$ cat src/rtl/mem_arbiter_if.sv
// mem_arbiter_if: shared access-width type and the memory port interface used by mem_arbiter
package mem_arbiter_pkg;
  typedef enum logic [1:0] {
    MAW_BYTE = 2'd0,
    MAW_HALF = 2'd1,
    MAW_WORD = 2'd2
  } memory_access_width_t;
endpackage

interface memory_port;
  import mem_arbiter_pkg::*;
  logic                 valid;
  logic                 we;
  logic [31:0]          addr;
  memory_access_width_t width;
  logic [31:0]          data_wr;
  logic [31:0]          data_rd;
  modport datapath (output valid, we, addr, width, data_wr, input data_rd);
  modport memory (input valid, we, addr, width, data_wr, output data_rd);
endinterface

$ cat src/rtl/mem_arbiter.sv
// mem_arbiter: single-outstanding arbiter sharing one memory port between fetch and data requesters
module mem_arbiter
  import mem_arbiter_pkg::*;
#(
  parameter int MEM_LATENCY    = 1,
  parameter int MAX_DATA_BURST = 4
) (
  input  logic                 clk,
  input  logic                 rst_n,
  input  logic                 if_req,
  input  logic [31:0]          if_addr,
  output logic                 if_ack,
  output logic                 if_rvalid,
  output logic [31:0]          if_rdata,
  input  logic                 d_req,
  input  logic                 d_we,
  input  logic [31:0]          d_addr,
  input  memory_access_width_t d_width,
  input  logic [31:0]          d_wdata,
  output logic                 d_ack,
  output logic                 d_rvalid,
  output logic [31:0]          d_rdata,
  memory_port.datapath         mem
);
  typedef enum logic [1:0] {IDLE, ISSUE, WAIT, RESP} state_t;
  state_t               r_state, w_next;
  logic [3:0]           r_burst_cnt;
  logic [3:0]           r_wait_cnt;
  logic                 r_owner_d;
  logic                 r_we;
  logic [31:0]          r_addr;
  memory_access_width_t r_width;
  logic [31:0]          r_wdata;
  logic                 w_idle;
  logic                 w_grant_d;
  logic                 w_resp;
  assign w_idle    = (r_state == IDLE);
  // Fetch only pre-empts data once data has taken MAX_DATA_BURST grants in a row while fetch waited
  assign w_grant_d = d_req & ~(if_req & (r_burst_cnt >= 4'(MAX_DATA_BURST)));
  // State register
  always_ff @(posedge clk) begin
    if (!rst_n) r_state <= IDLE;
    else        r_state <= w_next;
  end
  // Next-state logic
  always_comb begin
    w_next = r_state;
    case (r_state)
      IDLE:    w_next = (if_req | d_req) ? ISSUE : IDLE;
      ISSUE:   w_next = (MEM_LATENCY == 1) ? RESP : WAIT;
      WAIT:    w_next = (r_wait_cnt == 4'd1) ? RESP : WAIT;
      default: w_next = IDLE;
    endcase
  end
  // Outputs; everything combinational is gated by rst_n so reset holds outputs quiet immediately
  always_comb begin
    w_resp      = rst_n & (r_state == RESP);
    d_ack       = rst_n & w_idle & w_grant_d;
    if_ack      = rst_n & w_idle & if_req & ~w_grant_d;
    if_rvalid   = w_resp & ~r_owner_d;
    d_rvalid    = w_resp & r_owner_d;
    if_rdata    = if_rvalid ? mem.data_rd : '0;
    d_rdata     = (d_rvalid & ~r_we) ? mem.data_rd : '0;
    mem.valid   = rst_n & (r_state == ISSUE);
    mem.we      = r_we;
    mem.addr    = r_addr;
    mem.width   = r_width;
    mem.data_wr = r_wdata;
  end
  // Payload capture on grant, burst accounting and latency countdown
  always_ff @(posedge clk) begin
    if (!rst_n) begin
      r_owner_d   <= 1'b0;
      r_we        <= 1'b0;
      r_addr      <= '0;
      r_width     <= memory_access_width_t'(0);
      r_wdata     <= '0;
      r_burst_cnt <= '0;
      r_wait_cnt  <= '0;
    end else begin
      if (w_idle & (if_req | d_req)) begin
        r_owner_d   <= w_grant_d;
        r_we        <= w_grant_d & d_we;
        r_addr      <= w_grant_d ? d_addr : if_addr;
        r_width     <= w_grant_d ? d_width : MAW_WORD;
        r_wdata     <= w_grant_d ? d_wdata : '0;
        r_burst_cnt <= !(w_grant_d & if_req) ? 4'd0 :
                       (r_burst_cnt >= 4'(MAX_DATA_BURST)) ? 4'(MAX_DATA_BURST) : r_burst_cnt + 4'd1;
      end
      r_wait_cnt <= (r_state == ISSUE) ? 4'(MEM_LATENCY - 1) :
                    (r_state == WAIT)  ? r_wait_cnt - 4'd1 : r_wait_cnt;
    end
  end
endmodule
$ cat src/flat_wrapper.sv
// flat-port wrapper written by rule: the top's interface ports become plain ports
module mem_arbiter_flat import mem_arbiter_pkg::*;
#(
  parameter int MEM_LATENCY    = 1,
  parameter int MAX_DATA_BURST = 4
)
  (clk, rst_n, if_req, if_addr, if_ack, if_rvalid, if_rdata, d_req, d_we, d_addr, d_width, d_wdata, d_ack, d_rvalid, d_rdata, mem_valid, mem_we, mem_addr, mem_width, mem_data_wr, mem_data_rd);
  memory_port mem_i ();
  input  logic clk;
  input  logic rst_n;
  input  logic if_req;
  input  logic [31:0] if_addr;
  output logic if_ack;
  output logic if_rvalid;
  output logic [31:0] if_rdata;
  input  logic d_req;
  input  logic d_we;
  input  logic [31:0] d_addr;
  input  memory_access_width_t d_width;
  input  logic [31:0] d_wdata;
  output logic d_ack;
  output logic d_rvalid;
  output logic [31:0] d_rdata;
  output wire logic [$bits(mem_i.valid)-1:0] mem_valid;
  output wire logic [$bits(mem_i.we)-1:0] mem_we;
  output wire logic [$bits(mem_i.addr)-1:0] mem_addr;
  output wire logic [$bits(mem_i.width)-1:0] mem_width;
  output wire logic [$bits(mem_i.data_wr)-1:0] mem_data_wr;
  input wire logic [$bits(mem_i.data_rd)-1:0] mem_data_rd;
  assign mem_valid = mem_i.valid;
  assign mem_we = mem_i.we;
  assign mem_addr = mem_i.addr;
  assign mem_width = mem_i.width;
  assign mem_data_wr = mem_i.data_wr;
  assign mem_i.data_rd = mem_data_rd;
  mem_arbiter #(.MEM_LATENCY(MEM_LATENCY), .MAX_DATA_BURST(MAX_DATA_BURST)) u_core (.clk(clk), .rst_n(rst_n), .if_req(if_req), .if_addr(if_addr), .if_ack(if_ack), .if_rvalid(if_rvalid), .if_rdata(if_rdata), .d_req(d_req), .d_we(d_we), .d_addr(d_addr), .d_width(d_width), .d_wdata(d_wdata), .d_ack(d_ack), .d_rvalid(d_rvalid), .d_rdata(d_rdata), .mem(mem_i));
endmodule
$ cat config.mk
export PLATFORM = sky130hd
export DESIGN_NAME = mem_arbiter_flat
export DESIGN_NICKNAME = d
export VERILOG_FILES = /design/src/rtl/mem_arbiter_if.sv /design/src/rtl/mem_arbiter.sv /design/src/flat_wrapper.sv
export SDC_FILE = /design/constraint.sdc
export NUM_CORES = 1
export LEC_CHECK = 0
export BUFFER_PORTS_ARGS = -buffer_cell sky130_fd_sc_hd__buf_2
export CAP_MARGIN = 20
export CORE_MARGIN = 5
export CORE_UTILIZATION = 30
export DETAILED_ROUTE_END_ITERATION = 8
export PLACE_DENSITY = 0.6
export SYNTH_ARGS = -nofsm -noshare
export SYNTH_HDL_FRONTEND = slang
export SYNTH_SLANG_ARGS = --single-unit
$ cat constraint.sdc
create_clock -name clk -period 3.42 [get_ports clk]
set_input_delay 1.026 -clock clk [delete_from_list [all_inputs] [get_ports clk]]
set_output_delay 1.026 -clock clk [all_outputs]
set_load 0.02 [all_outputs]
# --- Word level (Yosys, flattened, before mapping) ---
# Index checks and enable logic that the tools add are counted.
op_classes:
  mux: 10
  order_cmp: 1
  addsub: 2
  bitwise_logic: 20
  n_reduce_logical: 2
  n_eq_ne: 4
ops:
  columns: ["op", "n"]
  rows:
  - ["two-way mux 32 bit", 4]
  - ["bitwise AND 1 bit", 14]
  - ["two-way mux 4 bit", 2]
  - ["case mux 2 bit (3 select lines)", 1]
  - ["NOT 1 bit", 5]
  - ["adder 4 x 1 -> 4 bit (second input constant)", 1]
  - ["== test 2 bit (second input constant)", 2]
  - ["== test 4 x 1 -> 1 bit (second input constant)", 1]
  - [">= comparator 4 x 3 -> 1 bit (second input constant)", 1]
  - ["subtractor 4 x 1 -> 4 bit (second input constant)", 1]
  - ["== test 2 x 1 -> 1 bit (second input constant)", 1]
  - ["logical NOT 2 bit", 1]
  - ["two-way mux 1 bit", 2]
  - ["two-way mux 2 bit", 1]
  - ["OR reduction 2 bit", 1]
  - ["OR 1 bit", 1]
word_totals:
  output_inout_bits: 136
  in_bits: 135
  ff_bits: 78
  wordCells: 47

# --- Logic depth before layout (Yosys ltp) ---
depth:
  word_depth: 6
  ltp_mapped: 8
  ltp_nobuf: 5

# --- Least setup slack after synthesis ---
# No wires, ideal clock.
synth_path:
  path_kind: "input -> output"
  startpoint: "input port rst_n"
  endpoint: "output port d_rdata[10]"
  cell_stages: 4
  t_required_ns: 2.394
  slack_ns: 0.445
  t_arrival_ns: 1.949
  n_path_buf: 1
  path_cell_list: "and3_1 -> and2b_1 -> clkbuf_1 -> and2_1"
synth_via:
  elab_chain_cells: 4
synth_lines:
  columns: ["item", "line", "source"]
  rows:
  - ["from (decl)", "flat_wrapper.sv:10", "input logic rst_n;"]
  - ["bitwise AND 1 bit", "mem_arbiter.sv:57", "w_resp = rst_n & (r_state == RESP);"]
  - ["bitwise AND 1 bit", "mem_arbiter.sv:61", "d_rvalid = w_resp & r_owner_d;"]
  - ["bitwise AND 1 bit", "mem_arbiter.sv:63", "d_rdata = (d_rvalid & ~r_we) ? mem.data_rd : '0;"]
  - ["two-way mux 32 bit", "mem_arbiter.sv:63", null]
  - ["to (decl)", "flat_wrapper.sv:23", "output logic [31:0] d_rdata;"]
# No other way between the ends.

# --- Worst setup path after layout ---
layout_path:
  startpoint: "input port rst_n"
  endpoint: "output port d_rdata[7]"
# Same word-level chain as after synthesis.

==> key figures <==
Timing
  – Fmax: 321 MHz
  – Final hold viol count: 0
  – Clock skew after layout: 0.00466 ns
  – Tmin final: 3.11 ns
  – Slew headroom: 0.556
  – Count of pins over their slew limit: 0
  – PnR worst setup slack: 0.305 ns
  – RSZ-0062 raised after global routing: no
  – Setup Viol. Count Final: 0
  – Setup TNS: 0 ns
  – Least-Margin Pin Slew: 0.666 ns
  – Final Cycle Share: 0.911

Yosys
  – Main area contributors after synthesis: dfxtp_1 44%, and2_1 12%, o21ai_0 9.2%, a22o_1 8.4%, a31oi_1 5.7%
  – Yosys reg bits: 78
  – Synthesized cell area: 0.00354 sq mm
  – Post-synth cell types: 35
  – Synth warn: 0
  – Post-synth top area cell: dfxtp_1
  – Share of the yosys chip area belonging to registers: 0.441
  – Synth top area share: 0.441
  – Mapped Cells: 396
  – Syn Area/Cell: 8.94 sq um
  – Syn nets: 538

Route
  – Vias per cell: 4.95
  – Wirelength per Cell: 16.9 um
  – Wire length after detailed routing: 13400 um
  – Routed Antenna Nets: 0
  – Iteration-0 DRC Markers: 171
  – Post-route DRC: 0
  – DR pass1 iterations: 4
  – Vias: 3953

Pwr
  – Worst VDD drop: 0.000352 V
  – Cell Pwr Density: 655 mW/mm^2
  – Leak: 2.74 nW

Clock tree
  – H-tree depth: 3
  – Clk_lat worst skew: 0.32 ns
  – Clock root cell: clkbuf_16
  – Post-cts hold buffer count: 0
  – CTS buffer count: 9
  – Clock Sinks: 78
  – CTS tree: done
  – Clk slew on worst S/H paths: 0.06 ns
  – Clk buf depth: 2

Setup path
  – CP Class: input pin to output port
  – Worst Path Required: 2.39 ns
  – Most used cell, CP: buf_2
  – Critical Path Sink Type: output port
  – CP startpoint kind: input pin
  – Worst EP arrival: 2.09 ns
  – Critical Path Max Stage Delay: 0.42 ns
  – Worst Path Max Fanout: 32
  – Critical path's slowest cell: and2b_2
  – CP Cell Sequence: buf_2 > and3_1 > and2b_2 > and2_1 > buf_2
  – Worst reg-to-reg path cell count: 6

Floorplanning
  – Die width: 119 um
  – Initial Util: 0.307
  – Io pins: 271
  – DIE AREA: 0.0141 sq mm
  – Core area: 0.0115 sq mm
  – Core Rows: 39
  – Die H: 119 um

Cells and area
  – Final Cell Area: 0.00526 sq mm
  – Layout Nets: 792
  – Antenna diodes: 0
  – Share of layout cells above drive strength 1: 0.466
  – Synth-to-Final Area Change: 48.6%

Worst hold path
  – Hold WC Path Type: flop to flop
  – Hold depth: 1

GRT
  – Largest net degree at the start of global routing: 37
  – Total Routing Usage GR: 0.182
  – Initial antenna violation count: 0
  – First-pass GRT wire length: 21000 um
  – Total gr overflow: 0
  – Vias in the first global route: 3984

Placement
  – Pre-CTS setup slack: 0.0782 ns
  – Dpl hpwl: 10400 um
  – Dpl cell area: 0.00495 sq mm
  – # port buffers: 270
  – GPL Wtd Cong: 0.790

Run status
  – Status: complete, no violations

Job
  – Max_cap viols: 0
[cell usage in the layout (no fill, tap or decap), types with 2 or more instances in the layout]
| cell | instances |
|---|---|
| inv_6 | 2 |
| a21oi_1 | 34 |
| a32oi_1 | 2 |
| nor3_1 | 2 |
| a31oi_1 | 32 |
| a211oi_1 | 2 |
| buf_4 | 11 |
| clkinvlp_4 | 3 |
| nand2_1 | 3 |
| nor2_1 | 7 |
| ha_1 | 7 |
| dfxtp_1 | 78 |
| and3_1 | 2 |
| o21ai_2 | 2 |
| buf_2 | 270 |
| o21ai_0 | 65 |
| and2_1 | 66 |
| a22o_1 | 34 |
| xnor2_1 | 2 |
| inv_1 | 6 |
| clkbuf_16 | 9 |
[report_power, final]
part | leakage, nW | switching [mW] | total [mW] | internal [mW]
Combinational | 1.96 | 0.776 | 1.23 | 0.451
Sequential | 0.642 | 0.118 | 1.24 | 1.13
Clock | 0.141 | 0.401 | 0.977 | 0.576
[registers in the layout, indices dropped and copies added (netlist names)]
register            flops
u_core.r_state          2
u_core.mem.addr        32
u_core.r_wait_cnt       4
u_core.mem.width        2
u_core.mem.data_wr     32
u_core.r_burst_cnt      4
u_core.r_owner_d        1
u_core.mem.we           1
[worst max-delay path, delay by kind of cell]
family                 cells  cell delay (ns)
buffers and inverters      2             0.25
AND/OR/NAND/NOR            3             0.81
[through the flow]
step / instances / util / hold slack (ns) / total power [mW]
floorplan: 396 / - / 0.441 / 2.07
global placement: 782 / 0.430 / 0.451 / 2.47
detailed placement: 782 / 0.430 / 0.452 / 2.49
CTS: 798 / 0.457 / 0.472 / 3.49
global route: 798 / 0.457 / 0.485 / 3.67
finish: 798 / 0.457 / 0.469 / 3.45
[area by class of cell]
cell class                 instances  area (sq um)
clock inverter                     7          81.3
tap                              143           179
fill                            1118          6260
sequential                        78          1560
inverter                           7          28.8
timing repair buffer             281          1430
clock buffer                       9           225
multi-input combinational        273          1750
[worst paths after layout]
path                                        startpoint                     end  slack [ns]
worst max-delay path                             rst_n              d_rdata[7]        0.31
worst min-delay path            u_core.mem.data_wr[23]  u_core.mem.data_wr[23]        0.47
worst min register to register  u_core.mem.data_wr[23]  u_core.mem.data_wr[23]        0.47
worst max register to register       u_core.r_state[0]     u_core.mem.addr[19]        1.37
[layer usage]
metal  up-vias  wire length (um)  global-route usage
met2       199              6890               0.330
met4         0               216              0.0558
met5         -                 0                   0
met3        15              1220              0.0559
met1      1811              5130               0.204
li1       1928                 -                   -
[synth_stat cells (all sizes together)]
library cell / count
dfxtp: 78
o21ai: 67
and2: 66
a21oi: 34
a22o: 34
a31oi: 32
clkbuf: 26
buf: 12
nor2: 8
ha: 7
inv: 7
nand2: 3
nor3: 3
a211oi: 2
a32oi: 2
and3: 2
o21a: 2
xnor2: 2
a21o: 1
a41oi: 1
and2b: 1
and4bb: 1
nand2b: 1
nand3: 1
nor4b: 1
nor4bb: 1
xor2: 1
[kinds of logic after synthesis]
family | count (synthesis) | synth area share
and+or+nand+nor | 88 | 0.158
DFF | 78 | 0.441
AOI/OAI and AO/OA | 175 | 0.304
buffers and inverters | 45 | 0.0647
adders and majority gates | 7 | 0.0247
xor gates and xnor gates | 3 | 0.00742
[timing repair]
item / CTS / global route
buffers inserted: 0 / 0
gates resized for setup: 0 / 1
endpoints found under the setup margin: 0 / 32
(Power assumes the default switching activity.)
